## config.mk

```make
export PLATFORM = sky130hd
export DESIGN_NAME = ecg_adc_sampler
export DESIGN_NICKNAME = d
export VERILOG_FILES = /design/src/rtl/ecg_pkg.sv /design/src/rtl/ecg_adc_sampler_tick_gen.sv /design/src/rtl/ecg_adc_sampler.sv
export SDC_FILE = /design/constraint.sdc
export NUM_CORES = 1
export LEC_CHECK = 0
export ABC_CLOCK_PERIOD_IN_PS = 4400
export CAP_MARGIN = 25
export CELL_PAD_IN_SITES_DETAIL_PLACEMENT = 0
export CELL_PAD_IN_SITES_GLOBAL_PLACEMENT = 1
export CORE_AREA = 8 8 84 86
export CTS_BUF_LIST = sky130_fd_sc_hd__clkbuf_16
export DETAILED_ROUTE_END_ITERATION = 6
export DIE_AREA = 0 0 92 94
export PLACE_DENSITY_LB_ADDON = 0.1
export SLEW_MARGIN = 20
export SYNTH_ARGS = -nofsm -noshare
export SYNTH_HDL_FRONTEND = slang
export SYNTH_HIERARCHICAL = 1
export SYNTH_SLANG_ARGS = --single-unit
```

## constraint.sdc

```tcl
create_clock -name clk -period 4.4 [get_ports clk]
set_input_delay 0.88 -clock clk [delete_from_list [all_inputs] [get_ports clk]]
set_output_delay 0.88 -clock clk [all_outputs]
set_load 0.02 [all_outputs]
```

## src/rtl/ecg_pkg.sv

```systemverilog
// ---------------------------------------------------------------------------
// ecg_pkg
// Shared definitions for the ECG ADC sampling front end.
//   ECG_DATA_WIDTH  : default width of the signed sample handed to the filters
//   DISCARD_PERIODS : SCLK periods at the start of each frame that carry no
//                     data (two sample-and-hold periods plus the null bit)
//   conv_state_e    : states of the SPI conversion sequencer
//   conv_latency()  : cycles from a sample tick to its en_out strobe
// ---------------------------------------------------------------------------
package ecg_pkg;

  localparam int unsigned ECG_DATA_WIDTH  = 16;
  localparam int unsigned DISCARD_PERIODS = 3;

  typedef enum logic [2:0] {
    ST_IDLE,
    ST_CS_SETUP,
    ST_SHIFT,
    ST_CS_HOLD,
    ST_DONE
  } conv_state_e;

  // CS setup, the full serial frame, CS hold, then the DONE cycle itself.
  function automatic int unsigned conv_latency(input int unsigned clk_div,
                                               input int unsigned adc_bits);
    return 2 * clk_div * (adc_bits + DISCARD_PERIODS) + 2 * clk_div + 1;
  endfunction

endpackage

```

## src/rtl/ecg_adc_sampler_tick_gen.sv

```systemverilog
// ---------------------------------------------------------------------------
// sample_tick_gen
// Free-running sample-rate timer. Counts 0..SAMPLE_PERIOD-1 while enabled
// and pulses tick for one cycle in the cycle it wraps back to zero.
//   clk    : block clock, rising edge
//   rst    : synchronous active-high reset
//   enable : level; when low the counter is held at zero
//   tick   : one-cycle pulse requesting a new conversion
// ---------------------------------------------------------------------------
module sample_tick_gen #(
  parameter int unsigned SAMPLE_PERIOD = 250000
) (
  input  logic clk,
  input  logic rst,
  input  logic enable,
  output logic tick
);

  localparam int unsigned CNT_W = (SAMPLE_PERIOD > 1) ? $clog2(SAMPLE_PERIOD) : 1;

  logic [CNT_W-1:0] count_q, count_d;
  logic             at_wrap;

  assign at_wrap = (count_q == CNT_W'(SAMPLE_PERIOD - 1));
  assign tick    = enable && at_wrap;

  // Holding the count at zero while disabled means the first tick after
  // enable rises comes a full SAMPLE_PERIOD later.
  always_comb begin
    count_d = count_q + CNT_W'(1);
    if (!enable || at_wrap) begin
      count_d = '0;
    end
  end

  always_ff @(posedge clk) begin
    if (rst) begin
      count_q <= '0;
    end else begin
      count_q <= count_d;
    end
  end

endmodule

```

## src/rtl/ecg_adc_sampler.sv

```systemverilog
// ---------------------------------------------------------------------------
// ecg_adc_sampler
// Periodically reads one sample from an offset-binary serial ADC over an
// SPI-style link and presents it as a signed sample with a one-cycle strobe.
//   clk      : block clock, rising edge
//   rst      : synchronous active-high reset
//   enable   : level; high permits new conversions to start
//   adc_miso : serial data from the ADC
//   adc_csn  : ADC chip select, active low
//   adc_sclk : ADC serial clock, idle low
//   xout     : signed sample for the filter chain
//   en_out   : one-cycle strobe advancing the filter chain
//   overrun  : sticky; a tick arrived while a conversion was busy
// ---------------------------------------------------------------------------
module ecg_adc_sampler
  import ecg_pkg::*;
#(
  parameter int unsigned DATA_WIDTH    = ECG_DATA_WIDTH,
  parameter int unsigned ADC_BITS      = 12,
  parameter int unsigned CLK_DIV       = 4,
  parameter int unsigned SAMPLE_PERIOD = 250000
) (
  input  logic                         clk,
  input  logic                         rst,
  input  logic                         enable,
  input  logic                         adc_miso,
  output logic                         adc_csn,
  output logic                         adc_sclk,
  output logic signed [DATA_WIDTH-1:0] xout,
  output logic                         en_out,
  output logic                         overrun
);

  localparam int unsigned FRAME_PERIODS = ADC_BITS + DISCARD_PERIODS;
  localparam int unsigned DIV_W         = $clog2(2 * CLK_DIV);
  localparam int unsigned PER_W         = $clog2(FRAME_PERIODS + 1);

  conv_state_e                  state_q, state_d;
  logic        [DIV_W-1:0]      div_q, div_d;
  logic        [PER_W-1:0]      period_q, period_d;
  logic        [ADC_BITS-1:0]   shift_q, shift_d;
  logic signed [DATA_WIDTH-1:0] xout_q, xout_d;
  logic                         overrun_q, overrun_d;
  logic                         tick;
  logic                         sclk_rise;
  logic signed [ADC_BITS-1:0]   code_signed;

  sample_tick_gen #(
    .SAMPLE_PERIOD(SAMPLE_PERIOD)
  ) u_tick (
    .clk   (clk),
    .rst   (rst),
    .enable(enable),
    .tick  (tick)
  );

  // Within a SHIFT period div_q runs 0..2*CLK_DIV-1; the upper half is the
  // SCLK-high phase, so the cycle where div_q first reaches CLK_DIV is the
  // rising edge at which the ADC bit is taken.
  assign sclk_rise = (state_q == ST_SHIFT) && (div_q == DIV_W'(CLK_DIV));

  // Offset binary to two's complement is just an MSB flip.
  assign code_signed = {~shift_q[ADC_BITS-1], shift_q[ADC_BITS-2:0]};

  // Conversion sequencer. div_q is shared as the CS setup/hold timer and
  // the SCLK phase counter, since only one of them is ever active.
  always_comb begin
    state_d   = state_q;
    div_d     = div_q;
    period_d  = period_q;
    shift_d   = shift_q;
    xout_d    = xout_q;
    overrun_d = overrun_q | (tick && (state_q != ST_IDLE));

    unique case (state_q)
      ST_IDLE: begin
        if (tick) begin
          state_d  = ST_CS_SETUP;
          div_d    = '0;
          period_d = '0;
          shift_d  = '0;
        end
      end
      ST_CS_SETUP: begin
        if (div_q == DIV_W'(CLK_DIV - 1)) begin
          state_d = ST_SHIFT;
          div_d   = '0;
        end else begin
          div_d = div_q + DIV_W'(1);
        end
      end
      ST_SHIFT: begin
        // The first periods carry sample/null bits and are not kept.
        if (sclk_rise && (period_q >= PER_W'(DISCARD_PERIODS))) begin
          shift_d = {shift_q[ADC_BITS-2:0], adc_miso};
        end
        if (div_q == DIV_W'(2 * CLK_DIV - 1)) begin
          div_d = '0;
          if (period_q == PER_W'(FRAME_PERIODS - 1)) begin
            state_d  = ST_CS_HOLD;
            period_d = '0;
          end else begin
            period_d = period_q + PER_W'(1);
          end
        end else begin
          div_d = div_q + DIV_W'(1);
        end
      end
      ST_CS_HOLD: begin
        // Load the sample on entry to DONE so it is valid with the strobe.
        if (div_q == DIV_W'(CLK_DIV - 1)) begin
          state_d = ST_DONE;
          div_d   = '0;
          xout_d  = DATA_WIDTH'(code_signed);
        end else begin
          div_d = div_q + DIV_W'(1);
        end
      end
      ST_DONE: begin
        state_d = ST_IDLE;
      end
      default: begin
        state_d = ST_IDLE;
      end
    endcase
  end

  always_ff @(posedge clk) begin
    if (rst) begin
      state_q   <= ST_IDLE;
      div_q     <= '0;
      period_q  <= '0;
      shift_q   <= '0;
      xout_q    <= '0;
      overrun_q <= 1'b0;
    end else begin
      state_q   <= state_d;
      div_q     <= div_d;
      period_q  <= period_d;
      shift_q   <= shift_d;
      xout_q    <= xout_d;
      overrun_q <= overrun_d;
    end
  end

  assign adc_csn  = !((state_q == ST_CS_SETUP) || (state_q == ST_SHIFT) ||
                      (state_q == ST_CS_HOLD));
  assign adc_sclk = (state_q == ST_SHIFT) && (div_q >= DIV_W'(CLK_DIV));
  assign en_out   = (state_q == ST_DONE);
  assign xout     = xout_q;
  assign overrun  = overrun_q;

endmodule

```

==> flow_metrics.env <==
export IMPL_ir_drop_v=0.000195
export IMPL_antenna_cells=0
export IMPL_crit_buf_inv=1
export IMPL_mostFrequentLayoutCells="53 x dfxtp_1, 30 x nor2_1, 28 x nand2_1"
export IMPL_dp_cells=370
export IMPL_layout_drive_gt1_share_pct=8.91
export IMPL_max_stage_delay_ns=0.67
export IMPL_fin_crit_sh_pct=66.9
export IMPL_setup_ws_ns=1.45
export IMPL_top_layer="met4"
export IMPL_fin_crit_ns=2.95
export IMPL_dieHeight_um=94
export IMPL_grt_overflow=0
export IMPL_fin_nets=314
export IMPL_p_leak_uw=0.000927
export IMPL_yosysWarnings=6
export IMPL_clk_latency_ns=0.29
export IMPL_io_buffers=23
export IMPL_slowest_stage="dfxtp_1"
export IMPL_setup_tns_ns=0
export IMPL_grt_pass1_vias=1911
export IMPL_fin_cells=378
export IMPL_coreArea_um2=5750
export IMPL_setup_violations=0
export IMPL_h_tree_depth=2
export IMPL_cp_max_fo=16
export IMPL_area_delta_synth_final_pct=14.3
export IMPL_maxSlewViolCount=0
export IMPL_yosysTopAreaCell="dfxtp_1"
export IMPL_die_area_um2=8650
export IMPL_die_w_um=92
export IMPL_synth_edf_count=0
export IMPL_max_slew_margin_pct=50.0
export IMPL_yosysSeqAreaShare_pct=41.3
export IMPL_max_cap_violations=0
export IMPL_dr_pass1_iters=4
export IMPL_finalWirelength_um=5220
export IMPL_worstHoldPathType="flip-flop to flip-flop"
export IMPL_layout_commonest_cell="dfxtp_1"
export IMPL_synth_top_area_share_pct=41.3
export IMPL_io_pins=24
export IMPL_crit_type="flip-flop to output port"
export IMPL_cp_depth=2
export IMPL_initial_core_util_pct=44.7
export IMPL_max_freq_mhz=340
export IMPL_via_per_inst=5.32
export IMPL_antenna_left=0
export IMPL_syn_area_um2=2570
export IMPL_skew_ns=0.00800
export IMPL_cp_end_kind="output port"
export IMPL_drt_iter0_drc=142
export IMPL_met3WireLength_um=272
export IMPL_cts_tree="built"
export IMPL_met1_length_um=2520
export IMPL_ys_flop_type="dfxtp_1"
export IMPL_place_gp_congestion=0.787
export IMPL_cts_resized=0
export IMPL_clkTransAtPathRegs_ns=0.07
export IMPL_critPathTopFamily="flip-flops"
export IMPL_power_uw=937
export IMPL_synthTopCellsByArea="dfxtp_1 41%, nand4_1 4.9%, o31ai_2 4.9%, xnor2_1 4.4%, nor2_1 4.4%"
export IMPL_reg2regPathDepth=7
export IMPL_path_cells="and4bb_4 > clkdlybuf4s50_1"
export IMPL_grt_max_degree=20
export IMPL_tightestPinTransition_ns=0.750
export IMPL_track_usage_pct=12.6
export IMPL_start_kind="flip-flop"
export IMPL_cts_root_buf="clkbuf_16"
export IMPL_cts_max_path_buffers=2
export IMPL_grt_pass1_wl_um=9040
export IMPL_min_path_cells=1
export IMPL_numCtsBuffers=5
export IMPL_drc_errors=0
export IMPL_antenna_found_initial=0
export IMPL_critical_path_arrival_ns=2.07
export IMPL_status="finished, final reports clean"
export IMPL_route_vias_total=2011
export IMPL_worstPathRequired_ns=3.52
export IMPL_clock_sinks=53
export IMPL_row_count=28
export IMPL_post_cts_buffers=0
export IMPL_wl_met2_um=2350
export IMPL_rsz0062_at_grt="false"
export IMPL_power_density_nw_per_um2=319
export IMPL_dp_hpwl_um=3700
export IMPL_pre_cts_ws_ns=1.53
export IMPL_async_reset_ff_share_pct=0
export IMPL_holdBufCountCts=0
export IMPL_wl_per_cell_um=13.8
export IMPL_hold_viol_final=0
export IMPL_avgSynthCellArea_um2=8.80
export IMPL_netlist_instances=292
export IMPL_ys_ff_latch=53
export IMPL_syn_nets=304
export IMPL_synth_cell_types=45
-- logic make-up after synthesis --
| family | after synthesis | synth area share [%] |
|---|---|---|
| buf+inv | 46 | 8.76 |
| xor+xnor | 16 | 5.45 |
| compound gates | 47 | 14.7 |
| simple gates | 120 | 25.1 |
| flops | 53 | 41.3 |
| fa+ha+maj | 8 | 3.89 |
| mux | 2 | 0.828 |
-- cell usage after synthesis (all sizes together), types with 2 or more instances --
library cell  count
dfxtp            53
nor2             30
nand2            28
inv              25
nand4            21
o31ai            16
buf              15
a21oi            13
xnor2            13
nand3            10
ha                8
clkbuf            6
nor4              6
nor3              5
o211ai            5
o21ai             4
nor2b             3
nor3b             3
xor2              3
a211oi            2
and4              2
and4b             2
nand2b            2
or3               2
-- state kept, by name, indices dropped and copies added (netlist names) --
register	flops
period_q	4
shift_q	12
state_q	3
div_q	3
overrun	1
xout	12
u_tick/count_q	18
-- final cells by class --
type | count | area [um2]
fill | 583 | 2810
multi-input combinational | 193 | 1280
sequential | 53 | 1060
timing repair buffer | 24 | 238
clock buffer | 5 | 125
inverter | 25 | 93.8
tap | 75 | 93.8
clock inverter | 3 | 41.3
-- layer usage --
metal  GRT usage (%)  vias up
met3            3.84        5
met2            21.3       34
met1            14.9      934
met5               0        -
met4            4.43        0
li1                -     1038
-- power breakdown --
group          total, uW  internal (uW)  leakage (uW)  switching (uW)
logic               15.9           4.44      0.000423            11.4
clock network        440            266     0.0000775             173
registers            481            480      0.000427           0.910
total                937            751      0.000927             185
-- final timing paths --
path / start / to / slack (ns)
hold / removal: shift_q[11]$_SDFFE_PP0P_ / xout[11]$_SDFFE_PP0P_ / 0.43
setup reg to reg: u_tick/count_q[0]$_SDFF_PP0_ / shift_q[0]$_SDFFE_PP0P_ / 2.01
hold reg to reg: shift_q[11]$_SDFFE_PP0P_ / xout[11]$_SDFFE_PP0P_ / 0.43
setup / recovery: state_q[1]$_SDFFE_PP0P_ / adc_sclk / 1.45
-- through the flow --
stage	utilization, %	area, um2	hold slack, ns
floorplan	-	2570	0.413
global placement	48.2	2770	0.419
detailed placement	48.2	2770	0.425
CTS	51.1	2940	0.436
global route	51.1	2940	0.453
finish	51.1	2940	0.432
Power figures use the tool's default switching activity.
